--- src/rtl/narnet_stream_ctrl.sv ---
// narnet_stream_ctrl: sequencing front end for the 8-bit NARNet predictor.
// Measured S2.6 samples are buffered in a small FIFO and issued to the
// predictor one at a time. Each result is presented as a one-cycle strobe.
// When the FIFO is empty and closed-loop mode is on, predictions are fed
// back as inputs for a bounded number of steps.
module narnet_stream_ctrl #(
  parameter int DEPTH   = 16,
  parameter int TIMEOUT = 1023
) (
  input  logic              clk,
  input  logic              rst,
  input  logic              s_valid,
  input  logic signed [7:0] s_data,
  output logic              s_ready,
  input  logic              cl_en,
  input  logic        [7:0] cl_steps,
  output logic signed [7:0] nn_x,
  output logic              nn_x_ready,
  input  logic signed [7:0] nn_y,
  input  logic              nn_out_ready,
  output logic              p_valid,
  output logic signed [7:0] p_data,
  output logic              p_src,
  output logic              overflow,
  output logic              timeout
);

  localparam int DATA_W = 8;
  localparam int AW     = (DEPTH > 1) ? $clog2(DEPTH) : 1;
  localparam int CW     = (TIMEOUT > 0) ? $clog2(TIMEOUT + 1) : 1;
  localparam logic [AW:0]   FULL_CNT = (AW + 1)'(DEPTH);
  localparam logic [CW-1:0] WAIT_MAX = CW'(TIMEOUT);

  typedef enum logic [1:0] {IDLE, ISSUE, WAIT, EMIT} state_t;

  state_t                    state;
  logic signed [DATA_W-1:0]  mem [DEPTH];
  logic        [AW-1:0]      wr_ptr;
  logic        [AW-1:0]      rd_ptr;
  logic        [AW:0]        count;
  logic                      full;
  logic                      empty;
  logic                      push;
  logic                      pop;
  logic        [7:0]         remaining;
  logic                      have_pred;
  logic signed [DATA_W-1:0]  last_pred;
  logic                      src;
  logic        [CW-1:0]      wait_cnt;
  logic                      nn_out_ready_q;
  logic                      done;

  assign full    = (count == FULL_CNT);
  assign empty   = (count == '0);
  assign s_ready = !full;
  assign push    = s_valid && s_ready;
  // IDLE always serves a waiting measured sample before anything else
  assign pop     = (state == IDLE) && !empty;
  // Only a fresh rising edge counts; a level left high from the previous
  // result is ignored until the predictor drops it on accepting new input
  assign done    = nn_out_ready && !nn_out_ready_q;

  // Sample storage; contents need no reset, occupancy is tracked by count
  always_ff @(posedge clk) begin
    if (push) mem[wr_ptr] <= s_data;
  end

  // FIFO pointers, occupancy and the sticky drop flag
  always_ff @(posedge clk) begin
    if (rst) begin
      wr_ptr   <= '0;
      rd_ptr   <= '0;
      count    <= '0;
      overflow <= 1'b0;
    end else begin
      if (push) wr_ptr <= wr_ptr + 1'b1;
      if (pop)  rd_ptr <= rd_ptr + 1'b1;
      case ({push, pop})
        2'b10:   count <= count + 1'b1;
        2'b01:   count <= count - 1'b1;
        default: count <= count;
      endcase
      if (s_valid && full) overflow <= 1'b1;
    end
  end

  // Delayed copy of the predictor's done level, tracked through reset too
  always_ff @(posedge clk) begin
    nn_out_ready_q <= nn_out_ready;
  end

  // Transaction sequencer: IDLE -> ISSUE -> WAIT -> EMIT/IDLE
  always_ff @(posedge clk) begin
    if (rst) begin
      state      <= IDLE;
      nn_x       <= '0;
      nn_x_ready <= 1'b0;
      p_valid    <= 1'b0;
      p_data     <= '0;
      p_src      <= 1'b0;
      remaining  <= '0;
      have_pred  <= 1'b0;
      src        <= 1'b0;
      wait_cnt   <= '0;
      timeout    <= 1'b0;
    end else begin
      nn_x_ready <= 1'b0;
      p_valid    <= 1'b0;
      case (state)
        IDLE: begin
          if (!empty) begin
            nn_x       <= mem[rd_ptr];
            remaining  <= cl_steps;
            src        <= 1'b0;
            nn_x_ready <= 1'b1;
            state      <= ISSUE;
          end else if (cl_en && (remaining != 8'd0) && have_pred) begin
            nn_x       <= last_pred;
            remaining  <= remaining - 8'd1;
            src        <= 1'b1;
            nn_x_ready <= 1'b1;
            state      <= ISSUE;
          end
        end
        ISSUE: begin
          wait_cnt <= '0;
          state    <= WAIT;
        end
        WAIT: begin
          if (done) begin
            last_pred <= nn_y;
            have_pred <= 1'b1;
            p_valid   <= 1'b1;
            p_data    <= nn_y;
            p_src     <= src;
            state     <= EMIT;
          end else if (wait_cnt == WAIT_MAX) begin
            timeout <= 1'b1;
            state   <= IDLE;
          end else begin
            wait_cnt <= wait_cnt + 1'b1;
          end
        end
        EMIT: begin
          state <= IDLE;
        end
        default: begin
          state <= IDLE;
        end
      endcase
    end
  end

endmodule
--- config.mk ---
export PLATFORM = sky130hd
export DESIGN_NAME = narnet_stream_ctrl
export DESIGN_NICKNAME = d
export VERILOG_FILES = /design/src/rtl/narnet_stream_ctrl.sv
export SDC_FILE = /design/constraint.sdc
export NUM_CORES = 1
export LEC_CHECK = 0
export ABC_CLOCK_PERIOD_IN_PS = 5130
export CAP_MARGIN = 20
export CORE_ASPECT_RATIO = 1.1
export CORE_MARGIN = 2
export CORE_UTILIZATION = 50
export DETAILED_ROUTE_END_ITERATION = 6
export PLACE_DENSITY = 0.69
export SYNTH_ARGS = -nofsm -noshare
export SYNTH_HDL_FRONTEND = slang
export SYNTH_SLANG_ARGS = --single-unit
--- constraint.sdc ---
create_clock -name clk -period 5.13 [get_ports clk]
set_input_delay 1.026 -clock clk [delete_from_list [all_inputs] [get_ports clk]]
set_output_delay 1.026 -clock clk [all_outputs]
set_load 0.02 [all_outputs]
==> metrics.md <==
| Metric | Value |
|---|---|
| Layout cells sized above 1 | `between 10% and 20%` |
| Worst hold slack | `455 ps` |
| Rows | `between 40 and 50` |
| R2R setup slack | `roughly 2100 ps` |
| Worst slack at placement | `approximately 1400 ps` |
| Routed WL | `15400 µm` |
| CP bufs+invs | `3` |
| Setup crit start kind | `primary input` |
| Max Clk Rate | `about 0.31 GHz` |
| # port buffers | `50` |
| Post-synthesis sequential area ratio | `between 60% and 70%` |
| Setup repair bufs after CTS | `0` |
| Total GRT Usage | `a little under a fifth` |
| Non-Filler Instances | `809` |
| CP Cell Sequence | `clkdlybuf4s50_1 -> a21boi_0 -> buf_4 -> inv_1 -> ha_1 -> xor2_1 -> ha_1 -> o211ai_1 -> o211ai_1 -> mux2i_1 -> mux2_2` |
| Syn Nets | `a little under 600` |
| Number of cells produced by synthesis | `545` |
| Status | `completed` |
| First drt pass iteration count | `5` |
| Routability congestion estimate | `0.852` |
| Minimum clock period | `3270 ps` |
| Remaining DRCs | `0` |
| Top FF cell, synth | `edfxtp_1` |
| Die width | `about 120 µm` |
| Vias per cell | `5.70` |
| Slew Viols, Final | `0` |
| Initial antenna violation count | `0` |
| Die height | `137 µm` |
| Detailed placer's ending HPWL | `approximately 10000 µm` |
| Worst Hold Path EP | `p_src` |
| RSZ-0062 raised after global routing | `false` |
| CTS buffer count | `17` |
| Final core occ | `between 50% and 60%` |
| CP startpoint | `s_valid` |
| Final hold viol count | `0` |
| Antenna fix cells | `0` |
| H-tree Lvls | `4` |
| Gr ovfl total | `0` |
| Antenna Violating Nets Remaining | `0` |
| Ys async rst share | `0%` |
| Flops & latches, synth | `approximately 200` |
| Vias in the first global route | `4513` |
| Final setup fails | `0` |
| WL per Instance | `19.0 µm` |
| Netlist cell types | `49` |
| Clk slew on worst S/H paths | `around 80 ps` |
| Largest stage delay, worst path | `about 510 ps` |
| Area growth syn-to-layout | `16.2%` |
| Final Cycle Share | `63.8%` |
| Peak VDD IR | `0.000348 V` |
| Initial DRC count | `365` |
| Initial Util | `51.1%` |
| Arrival @ worst endpoint | `3610 ps` |
| Worst hold stages | `2` |
| Worst reg2reg path depth | `9` |
| Max-cap viol count | `0` |
| Relative slew margins | `38.0%` |
| Final nets | `approximately 640` |
| Die area | `~0.017 mm²` |
| Critical path required time | `around 5500 ps` |
| Number of flops mapped to enable cells by yosys | `136` |
| CP top delay family | `buffers and inverters` |
| Ys Warns | `0` |
| Cell Area, Synth | `approximately 0.008 mm²` |
| Crit Path Category | `in -> reg` |
| Worst-Skew Late Latency | `roughly 440 ps` |
| Setup TNS | `0 ps` |
| First-pass GRT wire length | `24400 µm` |
| Dominant cells by area after synthesis | `edfxtp_1 (51%), dfxtp_1 (15%), mux4_2 (7.0%), mux4_1 (4.9%), nor2_1 (2.5%)` |
| Worst path slowest cell | `clkdlybuf4s50_1` |
| RR Endpoint | `count[4]` |
| Hold Crit Start | `p_src` |
| Hold Buf Count CTS | `0` |
| Worst Path Max Fanout | `11` |
| R2R Path Start | `state[1]` |
| Clock buffer depth | `2` |
| I/O pins | `slightly above 50` |
| Share of the synthesized area in the top cell type | `between 50% and 60%` |
| Syn Area/Cell | `14.7 µm²` |
| Clock Skew | `between 10 and 15 ps` |
| Setup ws final | `1860 ps` |
| P per Cell Area | `around 470 mW/mm²` |
| CTS root buffer | `clkbuf_16` |
| Post-CTS sizing | `0` |
| Largest net degree at the start of global routing | `57` |
| Measured slew at the worst slew-check pin | `922 ps` |
| Post-synth top area cell | `edfxtp_1` |
| CP Capture Type | `register` |
| Hold crit path type | `reg -> reg` |
| Vias after detailed routing | `about 4600` |
| Leakage | `around 0.003 µW` |
| Cell count after placement | `between 700 and 800` |
| Core footprint | `between 0.015 and 0.02 mm²` |
| CTS tree | `built` |
| Sink Count | `197` |
power by group:
group | total (µW) | internal, µW | switching, µW | leakage, µW
clock | 1390 | 749 | 643 | 0.000309
sequential | 1930 | 1810 | 122 | 0.00173
combinational | 1050 | 497 | 557 | 0.00105
total | 4380 | 3050 | 1320 | 0.00308
cell usage after synthesis, types with 2 or more instances:
master      n
buf_12      2
clkbuf_1   15
mux2_2      2
nor4_1      3
dfxtp_1    61
nor2b_1    13
xnor2_1     5
nand3_1    14
nor2_1     53
nor3b_1     2
o31ai_1     3
nand2b_1    4
o21ai_0    10
nor3_1     14
ha_1       11
inv_1       9
a221o_1     8
a211oi_1    4
mux2i_1     2
o211ai_1    3
buf_2       3
and2_1      5
a21o_1      4
nand4_1     2
mux4_2     25
a31oi_1     7
buf_1       4
nand2_1    48
mux4_1     15
edfxtp_1  136
a21oi_1    31
and3_1      3
xor2_1      8
metrics by stage:
step | cell area [µm²] | power (µW)
finish | 9340 | 4380
floorplan | 8040 | 2730
detailed placement | 8680 | 3000
CTS | 9310 | 4390
global route | 9340 | 4580
global placement | 8680 | 2950
registers in the layout, indices dropped and copies added (netlist names), 2 cells and up, named ones only:
name	flops
mem	128
wait_cnt	10
last_pred	8
nn_x	8
p_data	8
remaining	8
count	5
rd_ptr	4
wr_ptr	4
state	2
cell usage in the layout, fill, tap and decap left out, types with 8 or more instances in the layout:
cell / n
a21oi_1: 31
a221o_1: 8
clkbuf_16: 17
clkdlybuf4s50_1: 49
dfxtp_1: 59
edfxtp_1: 136
ha_1: 11
inv_1: 9
mux4_1: 15
mux4_2: 25
nand2_1: 48
nand3_1: 14
nor2_1: 53
nor2b_1: 13
nor3_1: 14
o21ai_0: 10
xor2_1: 8
cell families (layout without fill, tap and decap cells):
| kind of cell | count (synthesis) | count (layout) | share of synthesized area, % |
|---|---|---|---|
| AO/OA/AOI/OAI | 75 | 75 | 5.96 |
| buffers and inverters | 35 | 99 | 2.32 |
| multiplexers | 44 | 44 | 12.4 |
| AND/OR/NAND/NOR | 170 | 170 | 10.1 |
| XOR/XNOR | 13 | 13 | 1.42 |
| adder cells (fa/ha/maj) | 11 | 11 | 1.71 |
| flip-flops | 197 | 197 | 66.0 |
worst min-delay path: stages (launching register included):
cell     delay (ps)
dfxtp_1         310
nand2_1          50
a21oi_1          50
area by class of cell:
type,count,area (µm²)
sequential,197,5310
clock inverter,15,204
timing repair buffer,58,576
tap,200,250
multi-input combinational,313,2540
fill,1190,6390
clock buffer,17,425
inverter,9,33.8
worst max path at each step:
stage | slack [ps] | depth (start not counted) | end
2_1_floorplan | 1990 | 11 | count[4]
3_3_place_gp | 1530 | 10 | count[4]
3_5_place_dp | 1440 | 11 | count[4]
4_1_cts | 1900 | 11 | count[4]
5_1_grt | 1700 | 11 | count[4]
6_report | 1860 | 11 | count[4]
per-layer routing:
| metal | global-route usage [%] | part of all wire, % |
|---|---|---|
| met3 | 4.89 | 3.5 |
| met2 | 32.1 | 51 |
| met4 | 6.85 | 1.6 |
| met1 | 23.4 | 44 |
| met5 | 0 | 0 |
Power figures use the tool's default switching activity.
